==> src/rtl/vga_text_ctrl_pkg.sv <==
// Shared constants and types for the text-mode VGA controller.
// Mode timings, pipeline depth and the fetch-phase / sync-stage types.
package vga_text_ctrl_pkg;

  // Depth of the pixel pipeline that HS/VS/blank are delayed through.
  localparam int PIPE = 3;

  // 640x480@60
  localparam int M640_H_VISIBLE = 640;
  localparam int M640_H_FRONT   = 16;
  localparam int M640_H_SYNC    = 96;
  localparam int M640_H_BACK    = 48;
  localparam int M640_V_VISIBLE = 480;
  localparam int M640_V_FRONT   = 10;
  localparam int M640_V_SYNC    = 2;
  localparam int M640_V_BACK    = 33;

  // 800x600@60
  localparam int M800_H_VISIBLE = 800;
  localparam int M800_H_FRONT   = 40;
  localparam int M800_H_SYNC    = 128;
  localparam int M800_H_BACK    = 88;
  localparam int M800_V_VISIBLE = 600;
  localparam int M800_V_FRONT   = 1;
  localparam int M800_V_SYNC    = 4;
  localparam int M800_V_BACK    = 23;

  typedef enum logic [1:0] {
    PH_CELL,
    PH_FONT,
    PH_LOAD,
    PH_SHIFT
  } fetch_phase_t;

  typedef struct packed {
    logic blank;
    logic hs;
    logic vs;
  } sync_stage_t;

  localparam sync_stage_t SYNC_IDLE = '{blank: 1'b1, hs: 1'b0, vs: 1'b0};

  // Position within a glyph cell -> what the fetch sequencer does this cycle.
  function automatic fetch_phase_t phase_of(input int unsigned p);
    case (p)
      0:       phase_of = PH_CELL;
      1:       phase_of = PH_FONT;
      2:       phase_of = PH_LOAD;
      default: phase_of = PH_SHIFT;
    endcase
  endfunction

endpackage

==> src/rtl/vga_text_ctrl_sync_counter.sv <==
// Horizontal/vertical raster counters with raw sync, active and wrap pulses.
// Holds at hcnt=vcnt=0 for the first cycle out of reset so counting starts cleanly.
module vga_sync_counter #(
  parameter int H_VISIBLE = 640,
  parameter int H_FRONT   = 16,
  parameter int H_SYNC    = 96,
  parameter int H_BACK    = 48,
  parameter int V_VISIBLE = 480,
  parameter int V_FRONT   = 10,
  parameter int V_SYNC    = 2,
  parameter int V_BACK    = 33,
  localparam int H_TOTAL  = H_VISIBLE + H_FRONT + H_SYNC + H_BACK,
  localparam int V_TOTAL  = V_VISIBLE + V_FRONT + V_SYNC + V_BACK,
  localparam int HW       = $clog2(H_TOTAL),
  localparam int VW       = $clog2(V_TOTAL)
) (
  input  logic clk_vga,
  input  logic rst,
  output logic running,
  output logic active,
  output logic hs_raw,
  output logic vs_raw,
  output logic vis_line,
  output logic line_end,
  output logic frame_end
);

  logic [HW-1:0] hcnt;
  logic [VW-1:0] vcnt;

  always_ff @(posedge clk_vga) begin
    if (rst) begin
      running <= 1'b0;
      hcnt    <= '0;
      vcnt    <= '0;
    end else if (!running) begin
      running <= 1'b1;
    end else if (hcnt == HW'(H_TOTAL - 1)) begin
      hcnt <= '0;
      vcnt <= (vcnt == VW'(V_TOTAL - 1)) ? '0 : vcnt + 1'b1;
    end else begin
      hcnt <= hcnt + 1'b1;
    end
  end

  always_comb begin
    vis_line  = vcnt < VW'(V_VISIBLE);
    active    = running && (hcnt < HW'(H_VISIBLE)) && vis_line;
    hs_raw    = running && (hcnt >= HW'(H_VISIBLE + H_FRONT))
                        && (hcnt <  HW'(H_VISIBLE + H_FRONT + H_SYNC));
    vs_raw    = running && (vcnt >= VW'(V_VISIBLE + V_FRONT))
                        && (vcnt <  VW'(V_VISIBLE + V_FRONT + V_SYNC));
    line_end  = running && (hcnt == HW'(H_TOTAL - 1));
    frame_end = line_end && (vcnt == VW'(V_TOTAL - 1));
  end

endmodule

==> src/rtl/vga_text_ctrl.sv <==
// Text-mode VGA controller: fetch sequencer, incremental cell addressing,
// glyph shifter and a fixed delay line keeping HS/VS/blank aligned with pixels.
module vga_text_ctrl
  import vga_text_ctrl_pkg::*;
#(
  parameter int H_VISIBLE = 640,
  parameter int H_FRONT   = 16,
  parameter int H_SYNC    = 96,
  parameter int H_BACK    = 48,
  parameter int V_VISIBLE = 480,
  parameter int V_FRONT   = 10,
  parameter int V_SYNC    = 2,
  parameter int V_BACK    = 33,
  parameter bit HS_POL    = 1'b0,
  parameter bit VS_POL    = 1'b0,
  parameter int CELL_W    = 8,
  parameter int CELL_H    = 16,
  parameter int ADDR_W    = 12,
  parameter int COLOR_W   = 4,
  parameter int FRAME_W   = 8,
  localparam int COLS     = H_VISIBLE / CELL_W,
  localparam int FR_W     = (CELL_H > 1) ? $clog2(CELL_H) : 1,
  localparam int PW       = $clog2(CELL_W)
) (
  input  logic                 clk_vga,
  input  logic                 rst,
  input  logic [CELL_W-1:0]    font_bits,
  input  logic [3*COLOR_W-1:0] fg_rgb,
  input  logic [3*COLOR_W-1:0] bg_rgb,
  output logic [ADDR_W-1:0]    cell_addr,
  output logic [FR_W-1:0]      font_row,
  output logic                 fetch_cell,
  output logic                 fetch_font,
  output logic                 load_nshift,
  output logic [COLOR_W-1:0]   vga_r,
  output logic [COLOR_W-1:0]   vga_g,
  output logic [COLOR_W-1:0]   vga_b,
  output logic                 vga_hs,
  output logic                 vga_vs,
  output logic                 vga_blank,
  output logic [FRAME_W-1:0]   vga_frame
);

  logic running, active, hs_raw, vs_raw, vis_line, line_end, frame_end;
  logic [PW-1:0]          p_cnt;
  fetch_phase_t           phase;
  logic [ADDR_W-1:0]      row_base;
  logic [ADDR_W-1:0]      col;
  logic [CELL_W-1:0]      shifter;
  logic [3*COLOR_W-1:0]   fg_q, bg_q, pixel;
  sync_stage_t [PIPE-1:0] pipe;

  vga_sync_counter #(
    .H_VISIBLE(H_VISIBLE), .H_FRONT(H_FRONT), .H_SYNC(H_SYNC), .H_BACK(H_BACK),
    .V_VISIBLE(V_VISIBLE), .V_FRONT(V_FRONT), .V_SYNC(V_SYNC), .V_BACK(V_BACK)
  ) u_sync (
    .clk_vga  (clk_vga),
    .rst      (rst),
    .running  (running),
    .active   (active),
    .hs_raw   (hs_raw),
    .vs_raw   (vs_raw),
    .vis_line (vis_line),
    .line_end (line_end),
    .frame_end(frame_end)
  );

  // Pixel position within the current cell, restarted at every line.
  always_ff @(posedge clk_vga) begin
    if (rst || !running || line_end) begin
      p_cnt <= '0;
    end else if (p_cnt == PW'(CELL_W - 1)) begin
      p_cnt <= '0;
    end else begin
      p_cnt <= p_cnt + 1'b1;
    end
  end

  always_comb begin
    phase       = phase_of(32'(p_cnt));
    fetch_cell  = 1'b0;
    fetch_font  = 1'b0;
    load_nshift = 1'b0;
    if (active) begin
      case (phase)
        PH_CELL: fetch_cell  = 1'b1;
        PH_FONT: fetch_font  = 1'b1;
        PH_LOAD: load_nshift = 1'b1;
        default: ;
      endcase
    end
  end

  // Row base steps by COLS once per glyph row, so no multiplier is needed.
  always_ff @(posedge clk_vga) begin
    if (rst || frame_end) begin
      col      <= '0;
      row_base <= '0;
      font_row <= '0;
    end else if (line_end) begin
      col <= '0;
      if (vis_line) begin
        if (font_row == FR_W'(CELL_H - 1)) begin
          font_row <= '0;
          row_base <= row_base + ADDR_W'(COLS);
        end else begin
          font_row <= font_row + 1'b1;
        end
      end
    end else if (fetch_cell) begin
      col <= col + 1'b1;
    end
  end

  assign cell_addr = row_base + col;

  always_ff @(posedge clk_vga) begin
    if (rst) begin
      shifter <= '0;
      fg_q    <= '0;
      bg_q    <= '0;
    end else if (load_nshift) begin
      shifter <= font_bits;
      fg_q    <= fg_rgb;
      bg_q    <= bg_rgb;
    end else begin
      shifter <= {shifter[CELL_W-2:0], 1'b0};
    end
  end

  // Timing flags ride the same number of stages as the fetch/load path.
  always_ff @(posedge clk_vga) begin
    if (rst) begin
      pipe <= {PIPE{SYNC_IDLE}};
    end else begin
      pipe[0] <= '{blank: !active, hs: hs_raw, vs: vs_raw};
      for (int i = 1; i < PIPE; i++) begin
        pipe[i] <= pipe[i-1];
      end
    end
  end

  always_ff @(posedge clk_vga) begin
    if (rst) begin
      vga_frame <= '0;
    end else if (pipe[PIPE-2].vs && !pipe[PIPE-1].vs) begin
      vga_frame <= vga_frame + 1'b1;
    end
  end

  assign pixel = shifter[CELL_W-1] ? fg_q : bg_q;

  always_comb begin
    {vga_r, vga_g, vga_b} = pipe[PIPE-1].blank ? '0 : pixel;
  end

  assign vga_blank = pipe[PIPE-1].blank;
  assign vga_hs    = pipe[PIPE-1].hs ? HS_POL : ~HS_POL;
  assign vga_vs    = pipe[PIPE-1].vs ? VS_POL : ~VS_POL;

endmodule
==> config.mk <==
export PLATFORM = sky130hd
export DESIGN_NAME = vga_text_ctrl
export DESIGN_NICKNAME = d
export VERILOG_FILES = /design/src/rtl/vga_text_ctrl_pkg.sv /design/src/rtl/vga_text_ctrl_sync_counter.sv /design/src/rtl/vga_text_ctrl.sv
export SDC_FILE = /design/constraint.sdc
export NUM_CORES = 1
export LEC_CHECK = 0
export CAP_MARGIN = 0
export CORE_MARGIN = 2
export CORE_UTILIZATION = 53
export DETAILED_ROUTE_END_ITERATION = 7
export GPL_TIMING_DRIVEN = 0
export PLACE_DENSITY = 0.77
export SLEW_MARGIN = 10
export SYNTH_ARGS = -nofsm -noshare
export SYNTH_HDL_FRONTEND = slang
export SYNTH_SLANG_ARGS = --single-unit
==> constraint.sdc <==
create_clock -name clk_vga -period 2.2 [get_ports clk_vga]
set_input_delay 0.33 -clock clk_vga [delete_from_list [all_inputs] [get_ports clk_vga]]
set_output_delay 0.33 -clock clk_vga [all_outputs]
set_load 0.01 [all_outputs]
---- Word-level counts from Yosys, hierarchy flattened ----
Cells that the tools add are included.
W data, S select, Z words.
word-level totals
  register bits ........................... 101
  input bits .............................. 34
  output and inout port bits .............. 42
  word-level logic and storage cells ...... 83
operators by class
  $add $sub $neg .......................... 8
  $lt $le $gt $ge ......................... 6
  eq/ne operators ......................... 8
  mux-type cells .......................... 16
  bitwise gates (word level) .............. 1
  reductions and logical operators ........ 23
operator list
  kind                     count
  $mux W12                 2
  $add A10 B1 Y10 const B  2
  $eq A10 B10 Y1 const B   2
  $lt A10 B10 Y1 const B   2
  $lt A10 B9 Y1 const B    2
  $mux W10                 2
  $add A12 B1 Y12 const B  1
  $add A12 B12 Y12         1
  $add A12 B7 Y12 const B  1
  $ge A10 B10 Y1 const B   1
  $ge A10 B9 Y1 const B    1
  $logic_and A1 B1 Y1      9
  $mux W1                  9
  $add A8 B1 Y8 const B    1
  $mux W8                  1
  $pmux W2 S3              1
  $reduce_or A2 Y1         3
  $add A4 B1 Y4 const B    1
  $eq A4 B4 Y1 const B     1
  $mux W4                  1
  $reduce_and A2 Y1        2
  $add A3 B1 Y3 const B    1
  $eq A3 B1 Y1 const B     1
  $eq A3 B2 Y1 const B     1
  other kinds (9)          13

---- Logic depth before layout (Yosys ltp) ----
Gate-level depths: netlist (run 1).
  word-level depth ........................ 7
  mapped depth ............................ 8
  mapped depth without buffers ............ 7

---- Modules after synthesis ----
A second synthesis (run 1) with hierarchy kept.
unflattened totals
  cell total of the unflattened synthesis .. 536
  area total of the unflattened synthesis .. 4554.4 sq um
by module, submodules not included
  module            instances  cells an instance  area each (sq um)  sequential area each (sq um)
  vga_text_ctrl     1          409                3467.1             1521.5
  vga_sync_counter  1          127                1087.3             420.4

---- Worst setup path before layout (run 1) ----
No wires, ideal clock.
  kind .................................... register -> output
  from .................................... reg row_base[4]
  to ...................................... out cell_addr[10]
  arrival ................................. 1709 ps
  slack ................................... 161 ps
  stages on the path, launching flop included .. 8
  cell sequence ........................... dfxtp_1 -> ha_1 -> inv_1 -> fa_1 -> nor2b_1 -> o21a_1 -> o21a_1 -> o311ai_0
between the ends
  longest elaborated chain between the ends .. 1
RTL lines
  item                    line                  RTL
  start, declared         vga_text_ctrl.sv:47   logic [ADDR_W-1:0] row_base;
  start signal, assigned  vga_text_ctrl.sv:105  row_base <= row_base + ADDR_W'(COLS);
  $add A12 B12 Y12        vga_text_ctrl.sv:115  assign cell_addr = row_base + col;
  end, declared           vga_text_ctrl.sv:30   output logic [ADDR_W-1:0] cell_addr,
No other way between the ends.

---- Worst setup path in the final report (run 1) ----
  from .................................... reg col[4]
  to ...................................... out cell_addr[10]
between the ends
  longest elaborated chain between the ends .. 1
RTL lines
  item                    line                  RTL
  start, declared         vga_text_ctrl.sv:48   logic [ADDR_W-1:0] col;
  start signal, assigned  vga_text_ctrl.sv:111  col <= col + 1'b1;
  $add A12 B12 Y12        vga_text_ctrl.sv:115
No other way between the ends.

==> results of run 1 <==
[placed cells by master, fill, tap and decap left out, types with 12 or more instances in the layout]
master,netlist,layout
o31ai_1,16,15
buf_4,4,23
or3_1,12,12
a21oi_1,34,30
xor2_1,12,12
or4_1,16,14
clkdlybuf4s50_1,0,64
o21ai_0,13,12
dfxtp_1,97,84
inv_1,21,17
clkbuf_1,16,12
nor2_1,72,72
nand2_1,22,21
nand4_1,17,17
ha_1,20,12
mux2i_1,48,48
[final timing paths]
check | from | endpoint
hold / removal | pipe[2]$_SDFF_PP1_ | pipe[5]$_SDFF_PP1_
setup / recovery | col[4]$_SDFFE_PP0P_ | cell_addr[10]
setup reg to reg | p_cnt[1]$_SDFF_PP0_ | col[3]$_SDFFE_PP0P_
hold reg to reg | pipe[2]$_SDFF_PP1_ | pipe[5]$_SDFF_PP1_
[synthesized netlist by cell type (12+ instances only)]
library cell,n
or4_1,16
xor2_1,12
o21ai_0,13
or3_1,12
nand2_1,22
a21oi_1,34
nor2_1,72
ha_1,20
mux2i_1,48
dfxtp_1,97
o31ai_1,16
clkbuf_1,16
inv_1,21
nand4_1,17
[final cells by class]
type | count | area (sq um)
Buffer | 30 | 174
Clock buffer | 9 | 124
Clock inverter | 7 | 76.3
Fill cell | 672 | 2470
Inverter | 21 | 88.8
Multi-Input combinational cell | 367 | 2710
Sequential cell | 97 | 1980
Tap cell | 108 | 135
Timing Repair Buffer | 96 | 886
[per-stage QoR]
step | power [mW] | cells | setup TNS, ns
floorplan | 1.92 | 516 | 0
global placement | 2.02 | 698 | -0.814
detailed placement | 2.02 | 698 | -1.08
CTS | 3.15 | 729 | -0.345
global route | 3.28 | 735 | -0.808
finish | 3.15 | 735 | -0.383
[sequential cells by signal, summed over array words and instances, names as in the netlist, 10 cells and up]
| name | cells |
|---|---|
| fg_q | 12 |
| bg_q | 12 |
| u_sync.hcnt | 10 |
| col | 12 |
| u_sync.vcnt | 10 |
[critical path, stage by stage (launching register included)]
cell      delay [ns]
dfxtp_4         0.37
ha_4            0.16
inv_2           0.05
fa_2            0.22
nor2b_2         0.05
o21a_1          0.21
o21a_1          0.21
o311ai_2        0.25
buf_2           0.18
[power by group]
group / total (mW) / switching [mW] / internal [mW]
clock network: 1.13 / 0.689 / 0.443
registers: 1.78 / 0.0169 / 1.77
logic: 0.233 / 0.105 / 0.128
[cells by family after synthesis]
logic type	count (synthesis)	share of synthesized area, %
flops	97	41.7
compound gates	75	10.1
fa+ha+maj	21	5.80
buf+inv	52	4.91
simple gates	200	22.9
mux	48	10.3
xor+xnor	23	4.32
[routing by layer]
layer,GRT usage [%],vias to the layer above,share of wire [%]
li1,-,2044,-
met1,28.5,1974,43
met2,41.1,110,51
met3,4.51,21,4.4
met4,7.48,0,1.7
met5,0,-,0
[timing repair]
action,in CTS,in global routing
gates resized for setup,74,40
setup endpoints to repair,23,49
pin swaps,13,8
buffers inserted,16,6
==> results_dict.tcl, run 1 <==
set metrics [dict create \
    fp.dieW_um 97.8 \
    fp.dieH_um 97.8 \
    gp_congestion 0.816 \
    fmax_mhz 419 \
    crit_type "flop to output pin" \
    grt-ovfl-total 0 \
    setup_slack_ns -0.188 \
    syn_area_sq_um 4660 \
    cts_buffers 9 \
    finalClockSkew_ns 0.0127 \
    numClockSinks 97 \
    yosysSeqAreaShare_pct 41.7 \
    dpl_cell_area_sq_um 5540 \
    fin_hold_ws_ns 0.425 \
    status "finished, violations left" \
    synth_largest_area_cell "dfxtp_1" \
    syn_area_per_cell_sq_um 9.03 \
    timing.slew.headroom_pct 68.0 \
    root_buffer "clkbuf_8" \
    whs_path_depth 1 \
    cp-end-kind "output pin" \
    synth_top_area_share_pct 41.7 \
    timing_hold_violations_final 0 \
    worstPathArrival_ns 2.06 \
    grt_pass1_wl_um 18600 \
    cts_tree "built" \
    drc 0 \
    p_leak_nw 2.43 \
    syn_nets 571 \
    port_buffers 74 \
    async_reset_ff_share_pct 0 \
    clkTransAtPathRegs_ns 0.10 \
    rows 34 \
    grt_pass1_vias 4012 \
    core_area_sq_um 8640 \
    clk-insertion-delay-late_ns 0.37 \
    synth.distinct_cells 46 \
    dp_hpwl_um 7580 \
    vias 4149 \
    drt_iter0_markers 141 \
    holdBufCountCts 0 \
    hp-class "flop to flop" \
    via_per_inst 5.64 \
    ios 76 \
    slew_viol_final 0 \
    power_density_nw_per_um2 510 \
    area_delta_synth_final_pct 32.4 \
    postLayoutCoreUtil_pct 71.4 \
    place_ws_ns -0.407 \
    final_nets 677 \
    syn_inst 516 \
    clock_path_buffers 2 \
    first_pass_iters 5 \
    r2r_cells 9 \
    synth_warnings 0 \
    ir_worst_vdd_uv 385 \
    drtAntennaViolNets 0 \
    crit_required_ns 1.87 \
    initial_utilization_pct 54.0 \
    synthFlopType "dfxtp_1" \
    antenna_found_initial 0 \
    die_area_sq_um 9560 \
    htreeDepth 3 \
    grt_start_max_net_pins 20 \
    fin_crit_ns 2.39 \
    wirelength_um 11400 \
    wl_per_cell_um 15.5 \
    finalCritPeriodShare_pct 109 \
    final_cell_area_sq_um 6170 \
    diodes 0 \
    setup-violations-final 4 \
    violations "negative setup slack" \
    r2r_slack_ns 0.06 \
    maxCapViolCount 0 \
    gr-usage-all-layers_pct 23.2 \
    critPathLaunchType "flop" \
    drive_gt1_share_pct 17.7 \
    synth_edf_count 0 \
    worst_pin_slew_ns 0.480 \
    synth_seq_cells 97 \
    synthTopCellsByArea "dfxtp_1 42%, mux2i_1 10%, nor2_1 5.8%" \
    cp_max_fo 3 \
    grt_setup_unrepaired "true" \
]
Power figures use the tool's default switching activity.
==> run 2: changes to the inputs <==
--- a/config.mk
+++ b/config.mk
@@ -7,10 +7,12 @@
 export LEC_CHECK = 0
 export CAP_MARGIN = 0
 export CORE_MARGIN = 2
-export CORE_UTILIZATION = 53
+export CORE_UTILIZATION = 55
+export CTS_BUF_LIST = sky130_fd_sc_hd__clkbuf_2
+export CTS_CLUSTER_DIAMETER = 60
 export DETAILED_ROUTE_END_ITERATION = 7
 export GPL_TIMING_DRIVEN = 0
-export PLACE_DENSITY = 0.77
+export PLACE_DENSITY = 0.8
 export SLEW_MARGIN = 10
 export SYNTH_ARGS = -nofsm -noshare
 export SYNTH_HDL_FRONTEND = slang
==> constraint.sdc (replaced) <==
create_clock -name clk_vga -period 2.2 [get_ports clk_vga]
set_input_delay 0.33 -clock clk_vga [delete_from_list [all_inputs] [get_ports clk_vga]]
set_output_delay 0.33 -clock clk_vga [all_outputs]
set_load 0.1 [all_outputs]
==> run 2 against run 1 <==
Via count increased by 0.58%; core utilization increased by 4.3 points; highest routed layer unchanged; combinational power increased by 21%; largest power group unchanged; global-route usage increased by 2.1 points; sequential cell count unchanged; the flow still finishes with violations (negative setup slack).
==> results_dict.tcl, run 2 (synthesis results as in run 1) <==
set metrics [dict create \
    fin_hold_ws_ns 0.219 \
    via_per_inst 5.72 \
    area_delta_synth_final_pct 33.6 \
    drt_iter0_markers 233 \
    fp.dieH_um 96.0 \
    rows 33 \
    cts_buffers 9 \
    gr-usage-all-layers_pct 25.3 \
    initial_utilization_pct 56.7 \
    final_nets 676 \
    r2r_slack_ns 0 \
    stdcell_count 730 \
    drtAntennaViolNets 0 \
    status "finished, violations left" \
    layout_common_cells "79 x dfxtp_1, 70 x nor2_1, 48 x mux2i_1" \
    fmax_mhz 369 \
    hp-class "input pin to flop" \
    total_power_mw 3.14 \
    clk-insertion-delay-late_ns 0.55 \
    maxCapViolCount 0 \
    worst_pin_slew_ns 0.949 \
    grt_start_max_net_pins 16 \
    vias 4173 \
    cp_max_fo 6 \
    drive_gt1_share_pct 24.5 \
    clock_power_share_pct 34.0 \
    postLayoutCoreUtil_pct 75.8 \
    setup-violations-final 9 \
    finalClockSkew_ns 0.0177 \
    grt-ovfl-total 0 \
    fp.dieW_um 96.0 \
    dp_hpwl_um 7420 \
    ios 76 \
    dpl_cell_area_sq_um 5640 \
    setup_slack_ns -0.513 \
    power_switching_mw 0.754 \
    timing.slew.headroom_pct 37.0 \
    cts_tree "built" \
    crit_type "flop to output pin" \
    p_leak_nw 2.50 \
    clkTransAtPathRegs_ns 0.25 \
    reg_top3 "bg_q (12), col (12), fg_q (12)" \
    root_buffer "clkbuf_2" \
    nFillCells 588 \
    crit_required_ns 1.87 \
    wl_per_cell_um 15.9 \
    numClockSinks 97 \
    critPathLaunchType "flop" \
    timing_hold_violations_final 0 \
    final_cell_area_sq_um 6230 \
    htreeDepth 3 \
    grt_pass1_wl_um 18400 \
    intPower_mw 2.39 \
    diodes 0 \
    wirelength_um 11600 \
    antenna_found_initial 0 \
    clock_path_buffers 2 \
    finalCritPeriodShare_pct 123 \
    ir_worst_vdd_uv 382 \
    die_area_sq_um 9220 \
    core_area_sq_um 8220 \
    slew_viol_final 0 \
    cp-end-kind "output pin" \
    violations "negative setup slack" \
    p_sw_share_pct 24.0 \
    power_frac_comb_pct 9.0 \
    fin_crit_ns 2.71 \
    place_ws_ns -1.06 \
    power_density_nw_per_um2 505 \
    cpMaxStageDelayCell "dfxtp_2" \
    grt_pass1_vias 3948 \
    seqPwrFrac_pct 57.0 \
    grt_setup_unrepaired "true" \
    cp_cell_sequence "ha_4, nor2b_1, o21a_1, o21a_2, o311ai_4, buf_12" \
    layout_commonest_cell "dfxtp_1" \
    gp_congestion 0.844 \
    slowest_delay_ns 0.46 \
    dp_cells 695 \
    port_buffers 74 \
    finalSetupTns_ns -2.50 \
    first_pass_iters 7 \
    holdBufCountCts 0 \
    drc 0 \
    worstPathArrival_ns 2.38 \
]
run 2: cell count changes in the layout (fill, tap and decap cells not counted), sizes merged:
cell / before / now
clkinvlp: 2 / 3
clkinv: 4 / 0
bufinv: 0 / 3
clkdlybuf4s15: 1 / 12
buf: 42 / 56
clkbuf: 26 / 33
clkdlybuf4s50: 64 / 32
inv: 22 / 20
run 2: power groups by stage:
stage,logic [mW],clock network [mW],registers [mW]
detailed placement,0.245,0,1.83
global route,0.301,1.15,1.80
CTS,0.273,1.08,1.79
finish,0.283,1.07,1.79
global placement,0.243,0,1.83
floorplan,0.145,0,1.83
run 2: critical path, delay by kind of cell, from the launching register on:
family                   cells  cell delay, ns
AO/OA/AOI/OAI                3            0.75
adder cells (fa/ha/maj)      1            0.25
buffers and inverters        1            0.22
flip-flops                   1            0.46
AND/OR/NAND/NOR              1            0.14
run 2: area by class of cell:
cell class	instances	area, sq um	area share [%]
Clock buffer	10	50.0	0.804
Timing Repair Buffer	96	950	15.3
Buffer	29	169	2.71
Tap cell	105	131	2.11
Sequential cell	97	1980	31.9
Inverter	21	85.1	1.37
Multi-Input combinational cell	367	2750	44.2
Clock inverter	5	105	1.69
run 2: repair_timing:
| action | 4_1_cts | 5_1_grt |
|---|---|---|
| endpoints found under the setup margin | 43 | 57 |
| setup buffers | 18 | 4 |
| hold endpoints to repair | 0 | 0 |
| gates resized for setup | 252 | 31 |
| pin swaps | 16 | 10 |
run 2: metal layers:
layer	up-vias	global-route usage (%)	part of all wire, %
met2	123	42.4	49
met1	1992	32.1	43
met4	0	10.7	1.9
met5	-	0	0
met3	21	4.31	5.7
li1	2037	-	-
run 2: path summary, 6_finish.rpt:
check | depth (start not counted) | end | startpoint
worst max-delay path | 6 | cell_addr[10] | col[6]$_SDFFE_PP0P_
worst min-delay path | 2 | u_sync.running$_DFF_P_ | rst
worst max register to register | 8 | col[6]$_SDFFE_PP0P_ | p_cnt[1]$_SDFF_PP0_
worst min register to register | 1 | pipe[5]$_SDFF_PP1_ | pipe[2]$_SDFF_PP1_
==> run 3: changes to the inputs <==
--- a/config.mk
+++ b/config.mk
@@ -5,9 +5,12 @@
 export SDC_FILE = /design/constraint.sdc
 export NUM_CORES = 1
 export LEC_CHECK = 0
+export ABC_AREA = 1
 export CAP_MARGIN = 0
+export CELL_PAD_IN_SITES_DETAIL_PLACEMENT = 2
+export CELL_PAD_IN_SITES_GLOBAL_PLACEMENT = 2
 export CORE_MARGIN = 2
-export CORE_UTILIZATION = 55
+export CORE_UTILIZATION = 31
 export CTS_BUF_LIST = sky130_fd_sc_hd__clkbuf_2
 export CTS_CLUSTER_DIAMETER = 60
 export DETAILED_ROUTE_END_ITERATION = 7
@@ -17,3 +20,4 @@
 export SYNTH_ARGS = -nofsm -noshare
 export SYNTH_HDL_FRONTEND = slang
 export SYNTH_SLANG_ARGS = --single-unit
+export TNS_END_PERCENT = 10
==> run 3 against run 2 <==
The flow still finishes with violations (negative setup slack); synthesized area is 8.6% higher; non-clock buffer count is 11 lower; final area is 8.9% higher; fmax is 2.2% lower; worst setup slack worse by 0.060 ns; wire length is 41% higher; largest cell class unchanged; first-iteration DRC count is 58% lower; combinational power is 15% higher; sequential share of layout area is 2.6 points lower.
==> results_dict.tcl, run 3 <==
set metrics [dict create \
    status "finished, violations left" \
    violations "negative setup slack" \
    cts_buffers 9 \
    critPathLaunchType "flop" \
    vias 4874 \
    fp.dieW_um 132 \
    r2r_slack_ns 0.24 \
    crit_type "flop to output pin" \
    clock_power_share_pct 29.5 \
    final_cell_area_sq_um 6780 \
    r2r_cells 11 \
    synth.distinct_cells 42 \
    grt_pass1_wl_um 27300 \
    power_frac_comb_pct 10.9 \
    grt_pass1_vias 5570 \
    finalClockSkew_ns 0.0435 \
    ir_worst_vdd_uv 186 \
    worst_pin_slew_ns 0.595 \
    grt-ovfl-total 0 \
    grt_setup_unrepaired "true" \
    seqPwrFrac_pct 59.6 \
    die_area_sq_um 17400 \
    synth_warnings 0 \
    syn_nets 789 \
    synthTopCellsByArea "dfxtp_1 38%, nand2_1 13%, nor2_1 11%" \
    place_ws_ns -1.21 \
    synthFlopType "dfxtp_1" \
    fmax_mhz 361 \
    port_buffers 74 \
    reg_top3 "bg_q (12), col (12), fg_q (12)" \
    timing.slew.headroom_pct 60.3 \
    clk-insertion-delay-late_ns 0.61 \
    setup_slack_ns -0.573 \
    power_density_nw_per_um2 443 \
    fin_hold_ws_ns 0.0221 \
    yosysSeqAreaShare_pct 38.4 \
    synth_most_common_cell "nand2_1" \
    final_nets 890 \
    worstPathArrival_ns 2.44 \
    layout_commonest_cell "nand2_1" \
    cp-end-kind "output pin" \
    maxCapViolCount 0 \
    via_per_inst 4.61 \
    numClockSinks 97 \
    drc 0 \
    synth_top_area_share_pct 38.4 \
    gr-usage-all-layers_pct 19.3 \
    clock_path_buffers 2 \
    drtAntennaViolNets 0 \
    area_delta_synth_final_pct 34.0 \
    first_pass_iters 4 \
    syn_inst 734 \
    wl_per_cell_um 15.4 \
    clkTransAtPathRegs_ns 0.29 \
    ios 76 \
    hp-class "input pin to flop" \
    setup-violations-final 10 \
    p_sw_share_pct 28.1 \
    htreeDepth 3 \
    gp_congestion 0.812 \
    cp_max_fo 4 \
    synth_edf_count 0 \
    fp.dieH_um 132 \
    p_leak_nw 2.96 \
    worstSetupEndpoint "cell_addr[10]" \
    rows 46 \
    synth_largest_area_cell "dfxtp_1" \
    dp_hpwl_um 12200 \
    synth_seq_cells 97 \
    r2r_end "bg_q[1]$_SDFFE_PP0P_" \
    layout_common_cells "172 x nand2_1, 145 x nor2_1, 96 x inv_1" \
    core_area_sq_um 15900 \
    finalCritPeriodShare_pct 126 \
    cts_tree "built" \
    intPower_mw 2.16 \
    syn_area_per_cell_sq_um 6.90 \
    antenna_found_initial 1 \
    drive_gt1_share_pct 21.3 \
    root_buffer "clkbuf_2" \
    holdBufCountCts 0 \
    drt_iter0_markers 98 \
    syn_area_sq_um 5060 \
    worstSetupStartpoint "row_base[4]$_SDFFE_PP0P_" \
    reg2reg_from "p_cnt[0]$_SDFF_PP0_" \
    initial_utilization_pct 31.8 \
    grt_start_max_net_pins 15 \
    fin_crit_ns 2.77 \
    async_reset_ff_share_pct 0 \
    power_switching_mw 0.845 \
    crit_required_ns 1.87 \
    yosys-top-cells-count "176 x nand2_1, 146 x nor2_1, 101 x inv_1" \
    wirelength_um 16300 \
    timing_hold_violations_final 0 \
    slew_viol_final 0 \
    dpl_cell_area_sq_um 6270 \
]
run 3: layout make-up:
class / instances / area, sq um
multi-input cells: 505 / 2860
well taps: 216 / 270
clock buffers: 11 / 55.1
diodes: 2 / 5.00
repair buffers: 91 / 960
inverters: 108 / 415
flip-flops and latches: 97 / 1990
fillers: 1864 / 9160
clock inverters: 4 / 45.0
plain buffers: 23 / 183
run 3: routing by layer:
layer / global-route usage, % / part of all wire [%]
met5: 0 / 0
met4: 5.80 / 1.4
met3: 2.88 / 2.3
met2: 36.8 / 52
met1: 22.3 / 44
run 3: cell families after synthesis:
logic type               Yosys count  share of synthesized area [%]
AO/OA/AOI/OAI                     57                           6.55
XOR/XNOR                          23                           3.98
adder cells (fa/ha/maj)           21                           5.34
buffers and inverters            132                           11.3
flip-flops                        97                           38.4
AND/OR/NAND/NOR                  404                           34.5
run 3: power groups by stage:
stage | Clock (mW) | Sequential, mW | Combinational (mW)
CTS | 0.931 | 1.79 | 0.328
finish | 0.887 | 1.79 | 0.326
floorplan | 0 | 1.83 | 0.186
detailed placement | 0 | 1.84 | 0.311
global route | 1.01 | 1.80 | 0.356
global placement | 0 | 1.83 | 0.300
run 3: worst max-delay path: stages, from the launching register on:
cell and delay, ns:
dfxtp_4 0.44, ha_4 0.15, inv_2 0.04, fa_2 0.35, inv_2 0.07, nand3_2 0.06, nand2_2 0.07, nand2_1 0.06
nand2_1 0.07, nand2_1 0.06, nand2_2 0.11, xor2_4 0.18, buf_12 0.19
run 3: through the flow:
stage	setup TNS (ns)	total power, mW	cells	utilization, %
after floorplan	-5.43	2.02	734	-
after global placement	-12.70	2.13	1024	39.3
after detailed placement	-13.67	2.15	1024	39.3
after CTS	-3.28	3.05	1052	42.2
after global routing	-3.93	3.16	1057	42.5
final	-2.61	3.01	1057	42.5
run 3: repair_timing:
action,4_1_cts,5_1_grt
hold endpoints to repair,0,0
pin swaps,11,8
setup buffers,14,3
resized for setup,277,11
endpoints found under the setup margin,42,11
run 3: how the worst min path moves through the flow:
stage / startpoint / cells after the start / slack, ns / end
6_report: rst / 2 / 0.02 / u_sync.hcnt[2]$_SDFFE_PP0P_
5_1_grt: rst / 2 / -0.009 / u_sync.hcnt[2]$_SDFFE_PP0P_
4_1_cts: rst / 2 / 0.01 / u_sync.hcnt[2]$_SDFFE_PP0P_
3_5_place_dp: pipe[0]$_SDFF_PP0_ / 2 / 0.40 / pipe[3]$_SDFF_PP0_
3_3_place_gp: pipe[1]$_SDFF_PP0_ / 2 / 0.39 / pipe[4]$_SDFF_PP0_
2_1_floorplan: pipe[0]$_SDFF_PP0_ / 2 / 0.39 / pipe[3]$_SDFF_PP0_
